## config.mk

```make
export PLATFORM = sky130hd
export DESIGN_NAME = mem_arbiter
export DESIGN_NICKNAME = d
export VERILOG_FILES = /design/src/rtl/mem_arbiter.sv
export SDC_FILE = /design/constraint.sdc
export NUM_CORES = 1
export LEC_CHECK = 0
export ABC_AREA = 0
export BUFFER_PORTS_ARGS = -buffer_cell sky130_fd_sc_hd__buf_2
export CORE_AREA = 2 2 232 234
export DETAILED_ROUTE_END_ITERATION = 8
export DIE_AREA = 0 0 234 236
export PLACE_DENSITY = 0.46
export SYNTH_ARGS = -nofsm -noshare
export SYNTH_HDL_FRONTEND = slang
export SYNTH_SLANG_ARGS = --single-unit
```

## constraint.sdc

```tcl
create_clock -name clk -period 2.83 [get_ports clk]
set_input_delay 0.1415 -clock clk [delete_from_list [all_inputs] [get_ports clk]]
set_output_delay 0.1415 -clock clk [all_outputs]
set_load 0.1 [all_outputs]
```

## src/rtl/mem_arbiter.sv

```systemverilog
// Three-port arbiter (debug, instruction, data) in front of a single-ported RAM.
// Each access takes three cycles: grant, RAM access, then response.
module mem_arbiter #(
  parameter int unsigned ADDR_W = 64,
  parameter int unsigned DATA_W = 64
) (
  input  logic              clk,
  input  logic              rst,
  input  logic              dbg_req,
  input  logic              i_req,
  input  logic              d_req,
  input  logic [ADDR_W-1:0] dbg_addr,
  input  logic [ADDR_W-1:0] i_addr,
  input  logic [ADDR_W-1:0] d_addr,
  input  logic              dbg_we,
  input  logic              d_we,
  input  logic [DATA_W-1:0] dbg_wdata,
  input  logic [DATA_W-1:0] d_wdata,
  input  logic [1:0]        d_width,
  input  logic              halt,
  output logic              dbg_ack,
  output logic              i_ack,
  output logic              d_ack,
  output logic [DATA_W-1:0] rsp_rdata,
  output logic              ram_cs,
  output logic              ram_we,
  output logic [ADDR_W-1:0] ram_addr,
  output logic [DATA_W-1:0] ram_wdata,
  output logic [1:0]        ram_width,
  input  logic [DATA_W-1:0] ram_rdata
);

  typedef enum logic [1:0] {IDLE = 2'd0, ACCESS = 2'd1, RESP = 2'd2} state_t;
  typedef enum logic [1:0] {SRC_DBG = 2'd0, SRC_I = 2'd1, SRC_D = 2'd2} src_t;

  state_t state;
  src_t   src;
  logic   last_d;
  logic   grant_dbg;
  logic   grant_i;
  logic   grant_d;

  // Debug always wins; halt only holds back the instruction and data ports.
  always_comb begin
    grant_dbg = 1'b0;
    grant_i   = 1'b0;
    grant_d   = 1'b0;
    if (state == IDLE) begin
      if (dbg_req) begin
        grant_dbg = 1'b1;
      end else if (!halt) begin
        if (i_req && d_req) begin
          grant_d = ~last_d;
          grant_i = last_d;
        end else begin
          grant_i = i_req;
          grant_d = d_req;
        end
      end
    end
  end

  always_ff @(posedge clk) begin
    if (rst) begin
      state     <= IDLE;
      src       <= SRC_DBG;
      last_d    <= 1'b0;
      dbg_ack   <= 1'b0;
      i_ack     <= 1'b0;
      d_ack     <= 1'b0;
      rsp_rdata <= '0;
      ram_cs    <= 1'b0;
      ram_we    <= 1'b0;
      ram_addr  <= '0;
      ram_wdata <= '0;
      ram_width <= 2'd0;
    end else begin
      dbg_ack   <= 1'b0;
      i_ack     <= 1'b0;
      d_ack     <= 1'b0;
      rsp_rdata <= '0;
      case (state)
        IDLE: begin
          if (grant_dbg) begin
            state     <= ACCESS;
            src       <= SRC_DBG;
            ram_cs    <= 1'b1;
            ram_we    <= dbg_we;
            ram_addr  <= dbg_addr;
            ram_wdata <= dbg_wdata;
            ram_width <= 2'd0;
          end else if (grant_i) begin
            state     <= ACCESS;
            src       <= SRC_I;
            last_d    <= 1'b0;
            ram_cs    <= 1'b1;
            ram_we    <= 1'b0;
            ram_addr  <= i_addr;
            ram_wdata <= '0;
            ram_width <= 2'd0;
          end else if (grant_d) begin
            state     <= ACCESS;
            src       <= SRC_D;
            last_d    <= 1'b1;
            ram_cs    <= 1'b1;
            ram_we    <= d_we;
            ram_addr  <= d_addr;
            ram_wdata <= d_wdata;
            ram_width <= d_width;
          end
        end
        ACCESS: begin
          // RAM read data is valid at this edge; capture it with the ack.
          state     <= RESP;
          ram_cs    <= 1'b0;
          ram_we    <= 1'b0;
          ram_addr  <= '0;
          ram_wdata <= '0;
          ram_width <= 2'd0;
          rsp_rdata <= ram_rdata;
          dbg_ack   <= (src == SRC_DBG);
          i_ack     <= (src == SRC_I);
          d_ack     <= (src == SRC_D);
        end
        RESP: begin
          state <= IDLE;
        end
        default: begin
          state <= IDLE;
        end
      endcase
    end
  end

endmodule

```

### Word level (Yosys, flattened, before mapping)

Cells that the tools add are included.

| operators by class | value |
|---|---|
| eq/ne operators | 4 |
| multiplexer cells | 38 |
| bitwise operators | 3 |
| reduce and logical (&&, ||, !) cells | 10 |

Operators with widths:

| operator | number |
|---|---|
| two-way mux 64 bit | 6 |
| one-hot mux 64 bit (2 select lines) | 2 |
| two-way mux 2 bit | 9 |
| two-way mux 1 bit | 17 |
| one-hot mux 2 bit (2 select lines) | 2 |
| == test 2 x 1 -> 1 bit (second input constant) | 2 |
| logical NOT 2 bit | 2 |
| != test 4 bit (second input constant) | 1 |
| one-hot mux 1 bit (2 select lines) | 2 |
| AND reduction 2 bit | 2 |
| nonzero test 2 bit | 2 |
| inverter 1 bit | 3 |
| AND reduction 3 bit | 1 |
| nonzero test 3 bit | 1 |
| == test 2 bit (second input constant) | 1 |
| OR reduction 2 bit | 1 |
| logical AND 1 bit | 1 |

| storage, ports and cells | value |
|---|---|
| flip-flop bits (word level) | 204 |
| input bits | 394 |
| output and inout port bits | 199 |
| logic and storage cells | 67 |

### Longest topological paths before layout

| depth | value |
|---|---|
| depth in word-level cells | 9 |
| depth in mapped cells | 8 |
| gate-level depth less buffers | 5 |

### Least setup slack after synthesis

No wires, ideal clock.

| timing path | value |
|---|---|
| path kind | register to register |
| from | register state[1] |
| to | register ram_addr[10] |
| library setup time | 0.119 ns |
| arrival | 1.417 ns |
| data required time | 2.711 ns |
| path slack | 1.294 ns |
| cell stages (with the launch flop) | 7 |
| buffers on the path | 2 |
| period minus slack after synthesis | 1.536 ns |
| path through | dfxtp_1 -> or2_1 -> buf_4 -> buf_6 -> nor4_1 -> o21bai_1 -> a32o_1 |

| between the ends | value |
|---|---|
| cells in the longest elaborated chain, start to end | 5 |
| elaborated cells between the ends (all ways) | 11 |
| those cells by class | 2 x eq/ne; 6 x mux; 3 x reduce/logical |

RTL lines:

| item | RTL line | source |
|---|---|---|
| start: declaration | 36 | `state_t state;` |
| start signal: assignment | 65 | `state <= IDLE;` |
| start signal: assignment | 85 | `state <= ACCESS;` |
| start signal: assignment | 93 | `state <= ACCESS;` |
| logical NOT 2 bit | 48, 82 |  |
| two-way mux 1 bit | 48 | `if (state == IDLE) begin` |
| two-way mux 64 bit | 92 | `end else if (grant_i) begin` |
| two-way mux 64 bit | 84 | `if (grant_dbg) begin` |
| one-hot mux 64 bit (2 select lines) | 82 | `case (state)` |
| end signal: assignment | 89 | `ram_addr <= dbg_addr;` |
| end signal: assignment | 98 | `ram_addr <= i_addr;` |
| end signal: assignment | 107 | `ram_addr <= d_addr;` |
| end: declaration | 27 | `output logic [ADDR_W-1:0] ram_addr,` |

Several ways; a longest one is shown, not always the timed one.
A chain may end at the register's enable or synchronous reset.

### Final worst setup path

| timing path | value |
|---|---|
| from | register state[1] |
| to | register ram_addr[18] |

Same word-level chain as after synthesis.

==> results.sh <==
export IMPL_outcome="finished, final reports clean"
export IMPL_crit_type="reg -> reg"
export IMPL_fin_tns_setup_ps=0
export IMPL_start_util=0.164
export IMPL_rrSetupSlack_ps=120
export IMPL_layout_setup_ws_ps=121
export IMPL_stdcell_area_um2=17000
export IMPL_dp_cells=2125
export IMPL_drt_iter0_drc=656
export IMPL_maxSlewHeadroom=0.512
export IMPL_cts_sinks=204
export IMPL_area_growth_pct=95.3
export IMPL_setup_violations_final=0
export IMPL_tritoncts="built"
export IMPL_clock_skew_ps=8.85
export IMPL_num_nets_final=2239
export IMPL_grt_use_met1=0.173
export IMPL_rsz0062_at_grt="no"
export IMPL_fin_cells=2565
export IMPL_dieWidth_um=234
export IMPL_p_per_area_nw_per_um2=589
export IMPL_synth_cell_type_count=37
export IMPL_critPathRequiredTime_ps=3270
export IMPL_syn_inst=921
export IMPL_rows=85
export IMPL_antenna_left=0
export IMPL_final_common_cell="buf_2"
export IMPL_grt_max_degree=101
export IMPL_vias=11400
export IMPL_avgRoutedWirePerCell_um=17.5
export IMPL_antenna_found_initial=14
export IMPL_vias_per_cell=4.45
export IMPL_min_path_cells=4
export IMPL_avgSynthCellArea_um2=9.46
export IMPL_die_area_um2=55200
export IMPL_synth_top_area_share=0.469
export IMPL_ys_seq_elements=204
export IMPL_reg2regPathDepth=7
export IMPL_grt_pass1_vias=11800
export IMPL_cts_root_buf="clkbuf_16"
export IMPL_dr_pass1_iters=6
export IMPL_postPlaceCellArea_um2=12300
export IMPL_syn_cell_area_um2=8710
export IMPL_routed_wl_um=44900
export IMPL_maxCapViolations=0
export IMPL_cp_startpoint="state[1]"
export IMPL_cpMaxStageDelayCell="dlygate4sd3_1"
export IMPL_clk_latency_ps=560
export IMPL_start_kind="flop"
export IMPL_core_um2=53100
export IMPL_synthTopCellsByArea="dfxtp_1 (47%), a32o_1 (7.5%), o22a_1 (6.3%), a22oi_1 (5.6%), o21bai_1 (5.4%)"
export IMPL_critPathCaptureType="flop"
export IMPL_critical_path_max_fanout=35
export IMPL_pin_count=593
export IMPL_place_congestion=0.807
export IMPL_min_period_ps=2710
export IMPL_crit_top_cell="dlygate4sd3_1"
export IMPL_finalMaxSlewViolations=0
export IMPL_synth_net_count=1315
export IMPL_use_met2=0.265
export IMPL_worstPathCellList="nor2_4 -> nand2_2 -> buf_4 -> o22a_1 -> dlygate4sd3_1 -> a32o_1 -> dlygate4sd3_1"
export IMPL_io_buffers=592
export IMPL_cts_buffers=26
export IMPL_use_met3=0.0416
export IMPL_hp_class="in -> reg"
export IMPL_grt_usage=0.153
export IMPL_gr_total_overflow=0
export IMPL_seq_area_frac_synth=0.469
export IMPL_hold_start="i_addr[62]"
export IMPL_ir_drop_v=0.000454
export IMPL_cts_clk_slew_worst_paths_ps=60
export IMPL_dieHeight_um=236
export IMPL_yosys_warnings=0
export IMPL_post_route_drc_count=0
export IMPL_cts_resized_gates=0
export IMPL_layout_common_cells="buf_2 (592), dlygate4sd3_1 (386), dfxtp_1 (204)"
export IMPL_slowest_delay_ps=560
export IMPL_r2r_start="state[1]"
export IMPL_synth_area_leader_cell="dfxtp_1"
export IMPL_leakage_uw=0.00765
export IMPL_drive_above_1_share=0.359
export IMPL_tightest_slew_ps=732
export IMPL_dp_hpwl_um=28900
export IMPL_finalCritPeriodShare=0.957
export IMPL_hold_viol=0
export IMPL_busiest_layer="met2"
export IMPL_grt_pass1_wl_um=66400
export IMPL_clk_path_buf_depth=3
export IMPL_pre_cts_ws_ps=773
export IMPL_cts_max_level=1
export IMPL_fmaxAchievable_mhz=369
export IMPL_crit_arrival_ps=3150
-- where the power goes --
part	switching, µW	internal [µW]
Combinational	2360	1210
Clock	1380	1890
Sequential	103	3080
Total	3840	6170
-- repair_timing --
action                                  CTS  global route
endpoints found under the setup margin    0            38
hold buffers                            386             0
endpoints found under the hold margin   198             0
setup buffers                             0             2
-- worst paths after layout --
kind             endpoint
max          ram_addr[18]
min          ram_addr[62]
max reg2reg  ram_addr[18]
min reg2reg  ram_wdata[8]
-- layout make-up --
cell class	count	area [µm²]
diodes	8	20.0
inverters	3	11.3
well taps	696	871
fillers	5533	36100
flip-flops and latches	204	4080
repair buffers	1001	7060
clock inverters	8	98.8
multi-input cells	609	4130
clock buffers	36	728
-- per-layer routing --
metal  vias to the layer above  wire, µm
met5                         -        87
met4                        12      1980
met3                       121      3570
met2                       569     21800
met1                      5358     17500
li1                       5358         -
-- critical path, delay by kind of cell (launching register included) --
family                 cells  cell delay, ps
AND/OR/NAND/NOR            2             280
buffers and inverters      3            1420
AO/OA/AOI/OAI              2             480
flip-flops                 1             360
-- cell families after synthesis --
group	synth area share
buffers and inverters	0.0626
AND/OR/NAND/NOR	0.135
AO/OA/AOI/OAI	0.332
multiplexers	0.00115
flip-flops	0.469
-- synth_stat cells --
master     number
buf_6          11
or3_1           1
a22o_1          1
nand2b_1        3
nand3_1         1
o2bb2ai_2       1
nand2_1        69
mux2i_1         1
or2_1           1
o21ai_0        29
a22oi_1        65
a2bb2oi_1       1
o22a_1         63
nand2b_4        1
buf_4           9
nor4_1         64
a32o_1         65
o31ai_1         1
inv_2           2
nor3_1          1
buf_1          11
clkbuf_1       55
o21bai_1       63
dfxtp_1       204
a21oi_1        65
nor2_1          3
nor3b_1         2
nor2_4          1
o221a_2         1
buf_2          19
o21ai_1        36
and2_1         65
nor2b_1         2
o21ai_4         1
o21ba_2         1
nand3b_1        1
inv_1           1
-- metrics by stage --
step           power (µW)  utilization  hold WS, ps
2_1_floorplan        5400            -          214
3_3_place_gp         6160        0.231          340
3_5_place_dp         6170        0.231          344
4_1_cts             10100        0.320         2.78
5_1_grt             10500        0.320         38.4
6_report            10000        0.320         31.5
-- sequential cells by signal (all words and copies together), names as in the netlist, 2 cells and up --
signal     cells
rsp_rdata     64
ram_width      2
src            2
ram_wdata     64
ram_addr      64
state          2
(Power assumes the default switching activity.)
